`src/rtl/down_count_timer_pkg.sv`:
```
// Shared types and helpers for the down-counting timer.
//   state_t   : FSM state encoding (IDLE=0, RUN=1)
//   cnt_width : bits needed to hold values 0..n-1 (minimum 1)
package down_count_timer_pkg;

    typedef enum logic {
        IDLE = 1'b0,
        RUN  = 1'b1
    } state_t;

    // clog2-style width helper, never returns 0 so a 1-cycle prescaler still has a legal vector
    function automatic int unsigned cnt_width(input int unsigned n);
        int unsigned w;
        w = 1;
        while ((32'd1 << w) < n) begin
            w = w + 1;
        end
        return w;
    endfunction

endpackage

```
`src/rtl/down_count_timer_tick_prescaler.sv`:
```
// Prescaler for the down-counting timer: counts 0..PRESCALE-1 and flags the last cycle.
//   clk     : clock, rising edge
//   reset_n : asynchronous active-low reset
//   clr     : synchronous clear to 0 (has priority over hold)
//   hold    : freeze the prescaler
//   tick_c  : combinational, high while the prescaler sits on its last value
// With PRESCALE=1 the only value is 0, so tick_c is constantly high.
module tick_prescaler
    import down_count_timer_pkg::*;
#(
    parameter int unsigned PRESCALE = 1
) (
    input  logic clk,
    input  logic reset_n,
    input  logic clr,
    input  logic hold,
    output logic tick_c
);

    localparam int unsigned    PW   = cnt_width(PRESCALE);
    localparam logic [PW-1:0]  LAST = PW'(PRESCALE - 1);

    logic [PW-1:0] pre;

    // Wrapping prescale counter
    always_ff @(posedge clk or negedge reset_n) begin
        if (!reset_n) begin
            pre <= '0;
        end else if (clr) begin
            pre <= '0;
        end else if (!hold) begin
            pre <= (pre == LAST) ? '0 : pre + PW'(1);
        end
    end

    assign tick_c = (pre == LAST);

endmodule

```
`src/rtl/down_count_timer.sv`:
```
// Loadable down-counting timer with prescaled ticks and a one-cycle done pulse.
//   clk      : clock, rising edge
//   reset_n  : asynchronous active-low reset
//   load     : load load_val into count and the reload register (aborts a run)
//   load_val : value to load
//   start    : begin counting from the current count (ignored while running)
//   pause    : freeze count and prescaler while running
//   count    : current counter value (registered)
//   busy     : high in RUN (registered state)
//   done     : one-cycle pulse when the count reaches 0 (registered)
// Build option: define DOWN_COUNT_TIMER_AUTO_RELOAD_EN to restart from the reload
// register at the terminal tick instead of stopping (periodic done).
module down_count_timer
    import down_count_timer_pkg::*;
#(
    parameter int unsigned WIDTH    = 4,
    parameter int unsigned PRESCALE = 1
) (
    input  logic             clk,
    input  logic             reset_n,
    input  logic             load,
    input  logic [WIDTH-1:0] load_val,
    input  logic             start,
    input  logic             pause,
    output logic [WIDTH-1:0] count,
    output logic             busy,
    output logic             done
);

    state_t           state, state_nxt;
    logic [WIDTH-1:0] reload, reload_nxt;
    logic [WIDTH-1:0] count_nxt;
    logic             done_nxt;
    logic             pre_clr_c;
    logic             pre_hold_c;
    logic             tick_c;

    // Prescaler restarts on load and on an accepted start; it only runs in RUN unpaused
    assign pre_clr_c  = load || ((state == IDLE) && start);
    assign pre_hold_c = (state != RUN) || pause;

    tick_prescaler #(
        .PRESCALE (PRESCALE)
    ) u_tick_prescaler (
        .clk     (clk),
        .reset_n (reset_n),
        .clr     (pre_clr_c),
        .hold    (pre_hold_c),
        .tick_c  (tick_c)
    );

    // Next-state, count, reload and done logic; priority load > start > pause > tick
    always_comb begin
        state_nxt  = state;
        count_nxt  = count;
        reload_nxt = reload;
        done_nxt   = 1'b0;

        if (load) begin
            count_nxt  = load_val;
            reload_nxt = load_val;
            state_nxt  = IDLE;
        end else begin
            case (state)
                IDLE: begin
                    if (start) begin
                        if (count != '0) begin
                            state_nxt = RUN;
                        end else begin
                            done_nxt = 1'b1;
                        end
                    end
                end
                RUN: begin
                    if (!pause && tick_c) begin
                        // <= 1 rather than == 1 so a stray zero can never wrap around
                        if (count <= WIDTH'(1)) begin
                            done_nxt = 1'b1;
`ifdef DOWN_COUNT_TIMER_AUTO_RELOAD_EN
                            if (reload != '0) begin
                                count_nxt = reload;
                            end else begin
                                count_nxt = '0;
                                state_nxt = IDLE;
                            end
`else
                            count_nxt = '0;
                            state_nxt = IDLE;
`endif
                        end else begin
                            count_nxt = count - WIDTH'(1);
                        end
                    end
                end
                default: state_nxt = IDLE;
            endcase
        end
    end

    // State and datapath registers
    always_ff @(posedge clk or negedge reset_n) begin
        if (!reset_n) begin
            state  <= IDLE;
            count  <= '0;
            reload <= '0;
            done   <= 1'b0;
        end else begin
            state  <= state_nxt;
            count  <= count_nxt;
            reload <= reload_nxt;
            done   <= done_nxt;
        end
    end

    assign busy = (state == RUN);

endmodule
```
`config.mk`:
```
export PLATFORM = sky130hd
export DESIGN_NAME = down_count_timer
export DESIGN_NICKNAME = d
export VERILOG_FILES = /design/src/rtl/down_count_timer_pkg.sv /design/src/rtl/down_count_timer_tick_prescaler.sv /design/src/rtl/down_count_timer.sv
export SDC_FILE = /design/constraint.sdc
export NUM_CORES = 1
export LEC_CHECK = 0
export ABC_AREA = 1
export CAP_MARGIN = 20
export CORE_MARGIN = 4
export CORE_UTILIZATION = 30
export CTS_CLUSTER_DIAMETER = 100
export DETAILED_ROUTE_END_ITERATION = 12
export GPL_TIMING_DRIVEN = 0
export PLACE_DENSITY = 0.57
export SETUP_SLACK_MARGIN = 0.15
export SLEW_MARGIN = 0
export SYNTH_ARGS = -nofsm -noshare
export SYNTH_HDL_FRONTEND = slang
export SYNTH_SLANG_ARGS = --single-unit
```
`constraint.sdc`:
```
create_clock -name clk -period 1.05 [get_ports clk]
set_input_delay 0.21 -clock clk [delete_from_list [all_inputs] [get_ports clk]]
set_output_delay 0.21 -clock clk [all_outputs]
set_load 0.05 [all_outputs]
```
; ---- After elaboration in Yosys (flattened, before gate mapping)
; Cells that the tools add are included.
[classes]
eq_ne = 1
bitwise = 2
add_sub_neg = 2
n_lt_le_gt_ge = 1
reduce_logical = 9
mux = 19
[ops]
columns = cell, count
row1 = 4-bit 2-to-1 mux, 4
row2 = 1-bit 2-to-1 mux, 13
row3 = "4-bit by 1-bit <= comparator with 1-bit output, second input constant", 1
row4 = 1-bit case mux with 2 select lines, 2
row5 = 2-bit nonzero test, 2
row6 = 4-bit nonzero test, 1
row7 = "4-bit by 1-bit subtractor with 4-bit output, second input constant", 1
row8 = 1-bit logical AND, 2
row9 = 1-bit logical OR, 2
row10 = "2-bit inequality test, second input constant", 1
row11 = 1-bit inverter, 2
row12 = 2-bit AND reduction, 1
row13 = "1-bit adder, second input constant", 1
row14 = 1-bit zero test, 1
[word_totals]
word_cells = 38
out_inout_bits = 6
register_bits = 7

; ---- Longest topological paths before layout
[logic_depth]
depth_word = 5
ltp_mapped = 8
mapped_depth_nobuf = 8

; ---- Hierarchy
; A second synthesis with hierarchy kept.
[unflattened]
cells_unflattened = 71
area_unflattened_um2 = 452.9
[by_module_without_submodules]
columns = mod, n_inst, area_per_inst_um2, cells_per_inst, seq_area_each_um2
row1 = down_count_timer, 1, 441.7, 69, 150.1
row2 = tick_prescaler, 1, 11.3, 2, 0.0

; ---- Least setup slack after synthesis
; No wires, ideal clock.
[synth_timing]
path_type = reg2reg
startpoint = reg count[0]
endpoint = reg count[3]
n_path_buf = 0
path_stages_with_launch = 8
period_less_slack_ps = 1519
setup_slack_ps = -469
arrival_time_ps = 1454
setup_ps = 65
cell_sequence = dfrtp_1 inv_1 ha_1 nor2_1 nor2_1 nor2_2 nand3_1 nand2_1
[synth_between]
elab_chain_cells = 5
word_cells_on_any_way = 6
[synth_rtl]
columns = item, line_no
row1 = from (decl), down_count_timer.sv:25  ; output logic [WIDTH-1:0] count,
row2 = from (signal assigned), down_count_timer.sv:109  ; count <= count_nxt;
row3 = 4-bit by 1-bit subtractor with 4-bit output / 4-bit by 1-bit <= comparator with 1-bit output (equally long branches), "down_count_timer.sv:91, down_count_timer.sv:77"
row4 = 4-bit 2-to-1 mux (*), down_count_timer.sv:77  ; if (count <= WIDTH'(1)) begin
row5 = 4-bit 2-to-1 mux (*), down_count_timer.sv:75  ; if (!pause && tick_c) begin
row6 = 4-bit 2-to-1 mux (*), down_count_timer.sv:64  ; case (state)
row7 = 4-bit 2-to-1 mux (*), down_count_timer.sv:59  ; if (load) begin
; Every way passes the cells marked *; elsewhere a longest branch is shown, timed or not. The select of a mux whose other input is x is not followed.
; A chain may end at the register's enable or synchronous reset.

; ---- Worst setup path in the final report
; Same ends and word-level chain as after synthesis.

==> impl_metrics.env <==
export IMPL_outcome="finished, violations left"
export IMPL_violations="setup timing"
export IMPL_cap_viol_max_count=0
export IMPL_place_congestion=0.762
export IMPL_grt_max_degree=8
export IMPL_clock_sinks=6
export IMPL_regToRegEndpoint="count[3]"
export IMPL_seqPwrFrac_pct=32.6
export IMPL_via_per_inst=4.45
export IMPL_cp_end_kind="flip-flop"
export IMPL_relSlewSlack_pct=79.3
export IMPL_cpMaxStageDelayCell="dfrtp_2"
export IMPL_fillers=115
export IMPL_cts_tree="built"
export IMPL_r2r_setup_slack_ns=-0.13
export IMPL_multi_input_area_um2=223
export IMPL_antenna_found_initial=0
export IMPL_dp_worst_setup_slack_ns=-0.438
export IMPL_core_area_um2=1190
export IMPL_switching_share_pct=38.1
export IMPL_met2_usage_pct=17.5
export IMPL_crit_family="simple AND/OR/NAND/NOR gates"
export IMPL_max_freq_mhz=846
export IMPL_overflow=0
export IMPL_critPathRequiredTime_ns=1.24
export IMPL_clk_pin_slew_worst_paths_ns=0.05
export IMPL_mostFrequentLayoutCell="nand2_1"
export IMPL_use_met3_pct=4.47
export IMPL_critPathMaxFanout=4
export IMPL_syn_area_um2=400
export IMPL_crit_buf_inv=0
export IMPL_wl_um=980
export IMPL_p_per_area_nw_per_um2=1440
export IMPL_n_antenna_cell=0
export IMPL_syn_avg_cell_area_um2=6.90
export IMPL_cts_buffer_depth=2
export IMPL_yosysSeqAreaShare_pct=37.5
export IMPL_rows=12
export IMPL_synth_fp_nets=69
export IMPL_p_switching_mw=0.349
export IMPL_numCtsBuffers=3
export IMPL_die_w_um=44.5
export IMPL_vdd_ir_drop_max_uv=614
export IMPL_synth_seq_cells=6
export IMPL_power_share_clock_pct=26.1
export IMPL_fin_util_pct=53.4
export IMPL_fin_crit_ns=1.18
export IMPL_clock_skew_ns=0.000167
export IMPL_rsz0062_at_grt="yes"
export IMPL_gr_usage_all_layers_pct=10.9
export IMPL_tightestPinTransition_ns=0.309
export IMPL_syn_to_final_growth_pct=58.1
export IMPL_drc=0
export IMPL_grt_busiest_layer="met2"
export IMPL_total_power_mw=0.914
export IMPL_die_height_um=44.5
export IMPL_ys_types=14
export IMPL_max_stage_delay_ns=0.43
export IMPL_r2r_start="count[0]"
export IMPL_die_area_um2=1980
export IMPL_crit_chain="ha_2, nor2_2, nor2_1, nor2_2, nand3_1, nand2_1"
export IMPL_setup_ws_ns=-0.132
export IMPL_worstHoldPathType="in -> async"
export IMPL_ios=15
export IMPL_syn_inst=58
export IMPL_grt_first_pass_wirelength_mm=1.45
export IMPL_final_cell_mix="20 x nand2_1, 8 x clkdlybuf4s50_1, 7 x inv_1"
export IMPL_p_leak_nw=0.317
export IMPL_crit_type="reg -> reg"
export IMPL_wire_per_inst_um=10.7
export IMPL_fin_cells=92
export IMPL_start_kind="flip-flop"
export IMPL_arrival_ns=1.37
export IMPL_crit_top_cell="nor2_2"
export IMPL_hold_viol_final=0
export IMPL_grtUsageMet1_pct=10.9
export IMPL_io_buffers=14
export IMPL_drive_above_1_share_pct=33.3
export IMPL_start_util_pct=33.8
export IMPL_htreeDepth=1
export IMPL_antenna_left=0
export IMPL_vias=409
export IMPL_root_buffer="clkbuf_4"
export IMPL_drv_slew=0
export IMPL_seq_area_um2=154
export IMPL_post_dp_hpwl_um=748
export IMPL_finalCritPeriodShare_pct=113
export IMPL_dp_cells=86
export IMPL_synth_warnings=0
export IMPL_nNetsFinal=90
export IMPL_combPwrFrac_pct=41.3
export IMPL_finalSetupViolations=11
export IMPL_r2r_cells=6
export IMPL_grt_pass1_vias=345
export IMPL_clock_latency_ns=0.25
export IMPL_dr_pass1_iters=4
export IMPL_intPower_mw=0.566
export IMPL_drt_initial_drc_count=7
-- worst max path at each step --
stage | endpoint | cells after the start | slack [ns] | start
global route | count[2] | 7 | -0.19 | count[1]
floorplan | count[3] | 7 | -0.20 | count[1]
finish | count[3] | 6 | -0.13 | count[0]
CTS | count[2] | 7 | -0.13 | count[0]
global placement | busy | 1 | -0.43 | busy
detailed placement | busy | 1 | -0.44 | busy
-- per-layer routing --
layer / vias up / routed length (um)
li1: 217 / -
met1: 170 / 412
met2: 18 / 465
met3: 4 / 76
met4: 0 / 26
met5: - / 0
-- stage by stage --
step	hold WS, ns	setup TNS [ns]	cell area (um2)
after floorplan	-0.0856	-1.11	418
after global placement	0.490	-3.45	576
after detailed placement	0.490	-3.51	576
after CTS	0.221	-0.945	618
after global routing	0.231	-1.40	633
final	0.217	-0.796	633
-- kinds of logic (layout without fill, tap and decap cells) --
| kind of cell | count (synthesis) | count (layout) | synth area share (%) |
|---|---|---|---|
| simple gates | 34 | 34 | 36.6 |
| buf+inv | 12 | 32 | 11.3 |
| flops | 6 | 6 | 37.5 |
| compound gates | 3 | 3 | 6.25 |
| fa+ha+maj | 2 | 2 | 6.25 |
| xor+xnor | 1 | 1 | 2.19 |
-- cells in the mapped netlist --
| cell | count | area (um2) |
|---|---|---|
| ha_1 | 2 | 25.0 |
| nor2_2 | 1 | 6.26 |
| xor2_1 | 1 | 8.76 |
| inv_2 | 2 | 7.51 |
| a21oi_2 | 1 | 8.76 |
| dfrtp_1 | 6 | 150 |
| nand4_1 | 1 | 6.26 |
| a21oi_1 | 1 | 5.00 |
| inv_1 | 10 | 37.5 |
| nand3_1 | 6 | 30.0 |
| nand3_2 | 1 | 10.0 |
| nand2_1 | 20 | 75.1 |
| o21bai_2 | 1 | 11.3 |
| nor2_1 | 5 | 18.8 |
-- power by group through the flow --
stage | sequential [mW] | clock (mW) | combinational, mW
floorplan | 0.386 | 0 | 0.135
global placement | 0.295 | 0 | 0.344
detailed placement | 0.296 | 0 | 0.350
CTS | 0.297 | 0.251 | 0.368
global route | 0.303 | 0.262 | 0.406
finish | 0.298 | 0.239 | 0.377
-- area by class of cell --
type / instances / share of cell area [%]
well taps: 14 / 2.77
clock buffers: 4 / 4.15
repair buffers: 16 / 25.7
flip-flops and latches: 6 / 24.3
inverters: 12 / 7.91
multi-input cells: 40 / 35.2
-- registers in the layout, summed over array words and instances, names as in the netlist --
signal,cells
busy,1
count,4
done,1
-- what timing repair did --
action	4_1_cts	5_1_grt
setup buffers	1	1
endpoints found under the setup margin	12	12
hold buffers	0	0
resized for setup	43	4
gates cloned	0	0
Note: power is estimated with default switching activity, not from simulation.
